===== config.mk =====
export PLATFORM = sky130hd
export DESIGN_NAME = gnrc_onehot2bin_pipe
export DESIGN_NICKNAME = d
export VERILOG_FILES = /design/src/rtl/gnrc_onehot2bin_pipe.sv
export SDC_FILE = /design/constraint.sdc
export NUM_CORES = 1
export LEC_CHECK = 0
export BUFFER_PORTS_ARGS = -buffer_cell sky130_fd_sc_hd__buf_2
export CORE_AREA = 2 2 39 41
export CTS_CLUSTER_SIZE = 24
export DETAILED_ROUTE_END_ITERATION = 7
export DIE_AREA = 0 0 41 43
export PLACE_DENSITY_LB_ADDON = 0.15
export SYNTH_ARGS = -nofsm -noshare
export SYNTH_HDL_FRONTEND = slang
export SYNTH_SLANG_ARGS = --single-unit

===== constraint.sdc =====
create_clock -name clk_i -period 2.2 [get_ports clk_i]
set_clock_uncertainty 0.05 [all_clocks]
set_input_delay 0.11 -clock clk_i [delete_from_list [all_inputs] [get_ports clk_i]]
set_output_delay 0.11 -clock clk_i [all_outputs]
set_load 0.1 [all_outputs]

===== src/rtl/gnrc_onehot2bin_pipe.sv =====
// gnrc_onehot2bin_pipe: streaming one-hot to binary encoder with valid/ready
// handshake and STAGES elastic register stages (0 = combinational pass-through).
// MODE selects OR-merge (0), lowest set bit (1) or highest set bit (2).
// All-zero and multi-hot inputs are flagged per beat on zero_o / multi_o.
// Optional macro GNRC_ONEHOT2BIN_ERRCNT_EN adds a saturating error counter
// (err_clr_i / err_cnt_o) that counts flagged output beats.
module gnrc_onehot2bin_pipe #(
  parameter  int N      = 8,
  parameter  int STAGES = 2,
  parameter  int MODE   = 0,
  parameter  int CNT_W  = 16,
  localparam int M      = $clog2(N) + ((N == 1) ? 1 : 0)
) (
  input  logic         clk_i,
  input  logic         rst_i,
  input  logic         valid_i,
  output logic         ready_o,
  input  logic [N-1:0] onehot_i,
  output logic         valid_o,
  input  logic         ready_i,
  output logic [M-1:0] bin_o,
  output logic         zero_o,
  output logic         multi_o
`ifdef GNRC_ONEHOT2BIN_ERRCNT_EN
  ,
  input  logic             err_clr_i,
  output logic [CNT_W-1:0] err_cnt_o
`endif
);

  // Reject illegal configurations while elaborating.
  if (N < 1 || STAGES < 0 || STAGES > 4 || MODE < 0 || MODE > 2 || CNT_W < 1) begin : g_bad_param
    $fatal(1, "gnrc_onehot2bin_pipe: illegal parameters N=%0d STAGES=%0d MODE=%0d CNT_W=%0d",
           N, STAGES, MODE, CNT_W);
  end

  logic [M-1:0] enc_or;
  logic [M-1:0] enc_lo;
  logic [M-1:0] enc_hi;
  logic [M-1:0] enc_bin;
  logic         enc_seen;
  logic         enc_zero;
  logic         enc_multi;

  // Full encode in front of the first stage; later stages only carry the result.
  always_comb begin
    enc_or    = '0;
    enc_lo    = '0;
    enc_hi    = '0;
    enc_seen  = 1'b0;
    enc_multi = 1'b0;
    for (int i = 0; i < N; i++) begin
      if (onehot_i[i]) begin
        enc_or    = enc_or | M'(i);
        if (!enc_seen) enc_lo = M'(i);
        enc_hi    = M'(i);
        enc_multi = enc_multi | enc_seen;
        enc_seen  = 1'b1;
      end
    end
    enc_zero = !enc_seen;
    if (MODE == 1)      enc_bin = enc_lo;
    else if (MODE == 2) enc_bin = enc_hi;
    else                enc_bin = enc_or;
  end

  if (STAGES == 0) begin : g_comb
    assign valid_o = valid_i;
    assign ready_o = ready_i;
    assign bin_o   = enc_bin;
    assign zero_o  = enc_zero;
    assign multi_o = enc_multi;
  end else begin : g_pipe
    logic [STAGES:0]   stg_rdy;
    logic [STAGES-1:0] stg_v;
    logic [STAGES-1:0] stg_zero;
    logic [STAGES-1:0] stg_multi;
    logic [M-1:0]      stg_bin [STAGES];

    // Ready chain: a stage accepts when it is empty or its successor accepts,
    // so bubbles collapse even while the output is stalled.
    always_comb begin
      stg_rdy         = '0;
      stg_rdy[STAGES] = ready_i;
      for (int k = STAGES - 1; k >= 0; k--) begin
        stg_rdy[k] = !stg_v[k] || stg_rdy[k+1];
      end
    end

    for (genvar gi = 0; gi < STAGES; gi++) begin : g_stage
      logic         in_v, in_zero, in_multi;
      logic [M-1:0] in_bin;
      logic         v_q, v_d, zero_q, zero_d, multi_q, multi_d;
      logic [M-1:0] bin_q, bin_d;

      if (gi == 0) begin : g_head
        assign in_v     = valid_i;
        assign in_bin   = enc_bin;
        assign in_zero  = enc_zero;
        assign in_multi = enc_multi;
      end else begin : g_body
        assign in_v     = stg_v[gi-1];
        assign in_bin   = stg_bin[gi-1];
        assign in_zero  = stg_zero[gi-1];
        assign in_multi = stg_multi[gi-1];
      end

      // Next state: advance when ready, otherwise hold (keeps payload stable in a stall).
      always_comb begin
        v_d     = v_q;
        bin_d   = bin_q;
        zero_d  = zero_q;
        multi_d = multi_q;
        if (stg_rdy[gi]) begin
          v_d = in_v;
          if (in_v) begin
            bin_d   = in_bin;
            zero_d  = in_zero;
            multi_d = in_multi;
          end
        end
      end

      // Stage register; reset discards any beat held here.
      always_ff @(posedge clk_i or posedge rst_i) begin
        if (rst_i) begin
          v_q     <= 1'b0;
          bin_q   <= '0;
          zero_q  <= 1'b0;
          multi_q <= 1'b0;
        end else begin
          v_q     <= v_d;
          bin_q   <= bin_d;
          zero_q  <= zero_d;
          multi_q <= multi_d;
        end
      end

      assign stg_v[gi]     = v_q;
      assign stg_bin[gi]   = bin_q;
      assign stg_zero[gi]  = zero_q;
      assign stg_multi[gi] = multi_q;
    end

    // Input side is closed while reset is held even though all stages read empty.
    assign ready_o = stg_rdy[0] && !rst_i;
    assign valid_o = stg_v[STAGES-1];
    assign bin_o   = stg_bin[STAGES-1];
    assign zero_o  = stg_zero[STAGES-1];
    assign multi_o = stg_multi[STAGES-1];
  end

`ifdef GNRC_ONEHOT2BIN_ERRCNT_EN
  logic [CNT_W-1:0] err_cnt_q, err_cnt_d;

  // Count flagged output handshakes, saturating; clear wins over increment.
  always_comb begin
    err_cnt_d = err_cnt_q;
    if (err_clr_i) begin
      err_cnt_d = '0;
    end else if (valid_o && ready_i && (zero_o || multi_o) && (err_cnt_q != '1)) begin
      err_cnt_d = err_cnt_q + 1'b1;
    end
  end

  // Error counter register.
  always_ff @(posedge clk_i or posedge rst_i) begin
    if (rst_i) err_cnt_q <= '0;
    else       err_cnt_q <= err_cnt_d;
  end

  assign err_cnt_o = err_cnt_q;
`endif

endmodule


# Yosys cells after proc, flatten, opt, wreduce, memory -nomap -nowiden
# Index checks and enable logic that the tools add are counted.
classes:
  bitwise_logic: 6
  mux: 22
  reduce_logical: 9
op_table:
  columns: ["op", "count"]
  rows:
  - ["two-way mux 1 bit", 16]
  - ["two-way mux 3 bit", 4]
  - ["OR 1 bit", 6]
  - ["zero test 1 bit", 4]
  - ["two-way mux 2 bit", 2]
  - ["AND reduction 2 bit", 2]
  - ["logical OR 1 bit", 2]
  - ["logical AND 1 bit", 1]
totals:
  regBits: 12
  output_inout_bits: 7
  inputBits: 12
  word_cells: 45

# Depth between registers and ports, before layout
depth:
  ltp_word: 14
  mapped_depth: 5
  mapped_depth_nobuf: 4

# Worst setup path before layout
# No wires, ideal clock.
synth_path:
  kind: "register to output"
  startpoint: "reg g_pipe.g_stage[1].v_q (netlist: valid_o)"
  endpoint: "out ready_o"
  arrival_time_ps: 1802
  stages_incl_launch_ff: 3
  n_path_buf: 0
  required_ps: 2040
  slack_ps: 238
  path_cell_list: "dfrtp_1 nand3b_1 and2_1"
synth_between:
  elab_chain_cells: 4
synth_rtl:
  columns: ["item", "line_no", "source"]
  rows:
  - ["start, declared", "93", "logic v_q, v_d, zero_q, zero_d, multi_q, multi_d;"]
  - ["start signal, assigned", "132", "v_q <= v_d;"]
  - ["zero test 1 bit", "86", "stg_rdy[k] = !stg_v[k] || stg_rdy[k+1];"]
  - ["logical OR 1 bit (2 in a row)", "86", null]
  - ["logical AND 1 bit", "146", "assign ready_o = stg_rdy[0] && !rst_i;"]
  - ["end, declared", "17", "output logic ready_o,"]
# No other way between the ends.

# Worst setup path in the final report
layout_path:
  startpoint: "in rst_i"
  endpoint: "out ready_o"
layout_between:
  elab_chain_cells: 2
layout_rtl:
  columns: ["item", "line_no", "source"]
  rows:
  - ["start, declared", "15", "input logic rst_i,"]
  - ["zero test 1 bit", "146", null]
  - ["logical AND 1 bit", "146", null]
# No other way between the ends.

==> out/results.ini <==
[pwr]
p_per_area_nw_per_um2=705
max-vdd-ir-drop_mv=0.277
p_leak_nw=0.291

[floorplanning]
num_rows=14
die-area_um2=1760
start_util=0.402
die_y_um=43
die_w_um=41
core_um2=1380
ioPinCount=19

[grt]
grt_pass1_wl_um=1640
grt_pass1_vias=421
overflow=0
grt.total_usage=0.142
grt_max_degree=14
antenna_found_initial=0

[setup_path]
cp_cell_sequence=dlygate4sd3_1 > buf_2 > inv_1 > buf_4 > and2_1 > buf_2
critPathMaxStageDelay_ps=530
end_kind=primary output
r2r_start=valid_o$_DFFE_PP0P_
cp.required_ps=2040
crit_arrival_ps=1540
ff2ff_setup_slack_ps=840
cp-start-kind=input port
reg2reg_depth=4
critPathKind=in -> out
crit_start=rst_i
worstPathMaxFanout=13
cpMostUsedCell=buf_2
critical_path.slowest_cell=dlygate4sd3_1
r2r-end=g_pipe.g_stage[0].multi_q$_DFFE_PP0P_

[drt]
detail-route-antenna-nets=0
wirelength_um=1030
dr.first_iter.drc_count=1
drc=0
drtPass1Iterations=4
viasPerCell=5.22
wire_per_inst_um=11.4
vias=470

[sta]
hold_viol=0
min_period_ps=1700
setup_ws_ps=503
setup_tns_ps=0
post-route-period-util=0.771
worst_pin_slew_ps=484
fmax_mhz=589
slew_headroom=0.679
finalSetupViolCount=0
rsz0062_at_grt=false
final_max_slew_viol_count=0
whs_ps=10.3

[cells_and_area]
final_common_cell=buf_2
regArea_um2=300
antenna_cells=0
mostFrequentLayoutCells=buf_2 (18), dfrtp_1 (12), nor2_1 (7)
syn_to_final_growth_pct=26.1
final_nets=88
final_layout_size_suffix_gt1_frac=0.392
fillers=134
multi_input_area_um2=248

[yosys]
synth_top_area_share=0.539
synth.area.top_cells=dfrtp_1 (54%), mux2_2 (10%), nor2_1 (4.7%)
synth_cell_type_count=20
synth_seq_area_share=0.539
synth_area_um2=557
synth_area_leader_cell=dfrtp_1
syn_avg_cell_area_um2=10.7
yosys_warnings=0
yosys_register_bits=12
syn_inst=52
syn_nets=64

[clock_tree]
cts_root_buf=clkbuf_4
insertion_delay_ps=260
cts_buffer_depth=2
clk_pin_slew_ps=70
cts_tree=done
cts_made_buffers=3
htree_levels=1
post-cts-setup-buffers=0
cts.sinks=12

[hold_path]
min_from=valid_i
whs_endpoint=g_pipe.g_stage[0].v_q$_DFFE_PP0N_
hold_path.class=in -> reg
hold-path-cell-count=2

[placed_design]
gp_congestion=0.691
numPortBuffers=18
hpwlAfterDp_um=822
dp_slack_ps=813

[run]
drv_cap=0

[run_status]
outcome=finished, final reports clean

-- cell type report --
type	instances	area share
flip-flops and latches	12	0.428
multi-input cells	38	0.353
repair buffers	20	0.153
clock buffers	3	0.0321
well taps	16	0.0285
inverters	1	0.00535
-- Yosys cell counts --
cell type  instances
o2111ai_1          1
nor3_1             1
a21oi_1            1
o31ai_1            1
or4_4              1
nor3_2             1
nand2_1            6
nor2_1             7
mux2_2             5
and2_1             2
a31oi_1            2
maj3_1             1
nand2b_1           3
inv_1              1
buf_2              1
o22a_1             1
nand3b_1           1
dfrtp_1           12
nor2b_1            1
nor4_1             3
-- sequential cells by signal, summed over array words and instances (netlist names) --
signal / cells
g_pipe.g_stage.multi_q: 1
bin_o: 3
g_pipe.g_stage.zero_q: 1
zero_o: 1
valid_o: 1
g_pipe.g_stage.v_q: 1
multi_o: 1
g_pipe.g_stage.bin_q: 3
-- power by group --
| group | switching, mW | leakage, nW | internal, mW |
|---|---|---|---|
| Combinational | 0.0982 | 0.155 | 0.0333 |
| Sequential | 0.00613 | 0.122 | 0.233 |
| Clock | 0.0614 | 0.0138 | 0.0631 |
| Total | 0.166 | 0.291 | 0.329 |
-- worst max-delay path by stage --
stage,end,cells after the start
detailed placement,g_pipe.g_stage[0].multi_q$_DFFE_PP0P_,5
CTS,ready_o,6
floorplan,ready_o,2
global placement,g_pipe.g_stage[0].multi_q$_DFFE_PP0P_,5
finish,ready_o,6
global route,ready_o,6
-- through the flow --
step	power, mW	cells	area (um^2)	utilization
6_report	0.495	90	702	0.507
4_1_cts	0.501	90	702	0.507
2_1_floorplan	0.341	52	557	-
5_1_grt	0.524	90	702	0.507
3_5_place_dp	0.374	86	669	0.484
3_3_place_gp	0.372	86	669	0.484
-- cell families (layout without fill, tap and decap cells) --
| kind of cell | count (synthesis) | count (layout) | synth area share |
|---|---|---|---|
| compound gates | 6 | 6 | 0.0764 |
| fa+ha+maj | 1 | 1 | 0.0180 |
| buf+inv | 2 | 24 | 0.0157 |
| flops | 12 | 12 | 0.539 |
| mux | 5 | 5 | 0.101 |
| simple gates | 26 | 26 | 0.249 |
-- repair_timing --
item,CTS,global route
resized for setup,0,0
endpoints found under the hold margin,12,0
hold buffers,1,0
-- per-layer routing --
metal	routed length (um)	global-route usage	vias to the layer above
met5	0	0	-
met4	31	0.133	0
met3	76	0.0262	6
met2	431	0.191	26
met1	486	0.180	204
li1	-	-	234
-- worst max-delay path, delay by kind of cell --
family                 cells  cell delay (ps)
and+or+nand+nor            1              140
buffers and inverters      5             1290
(Power assumes the default switching activity.)
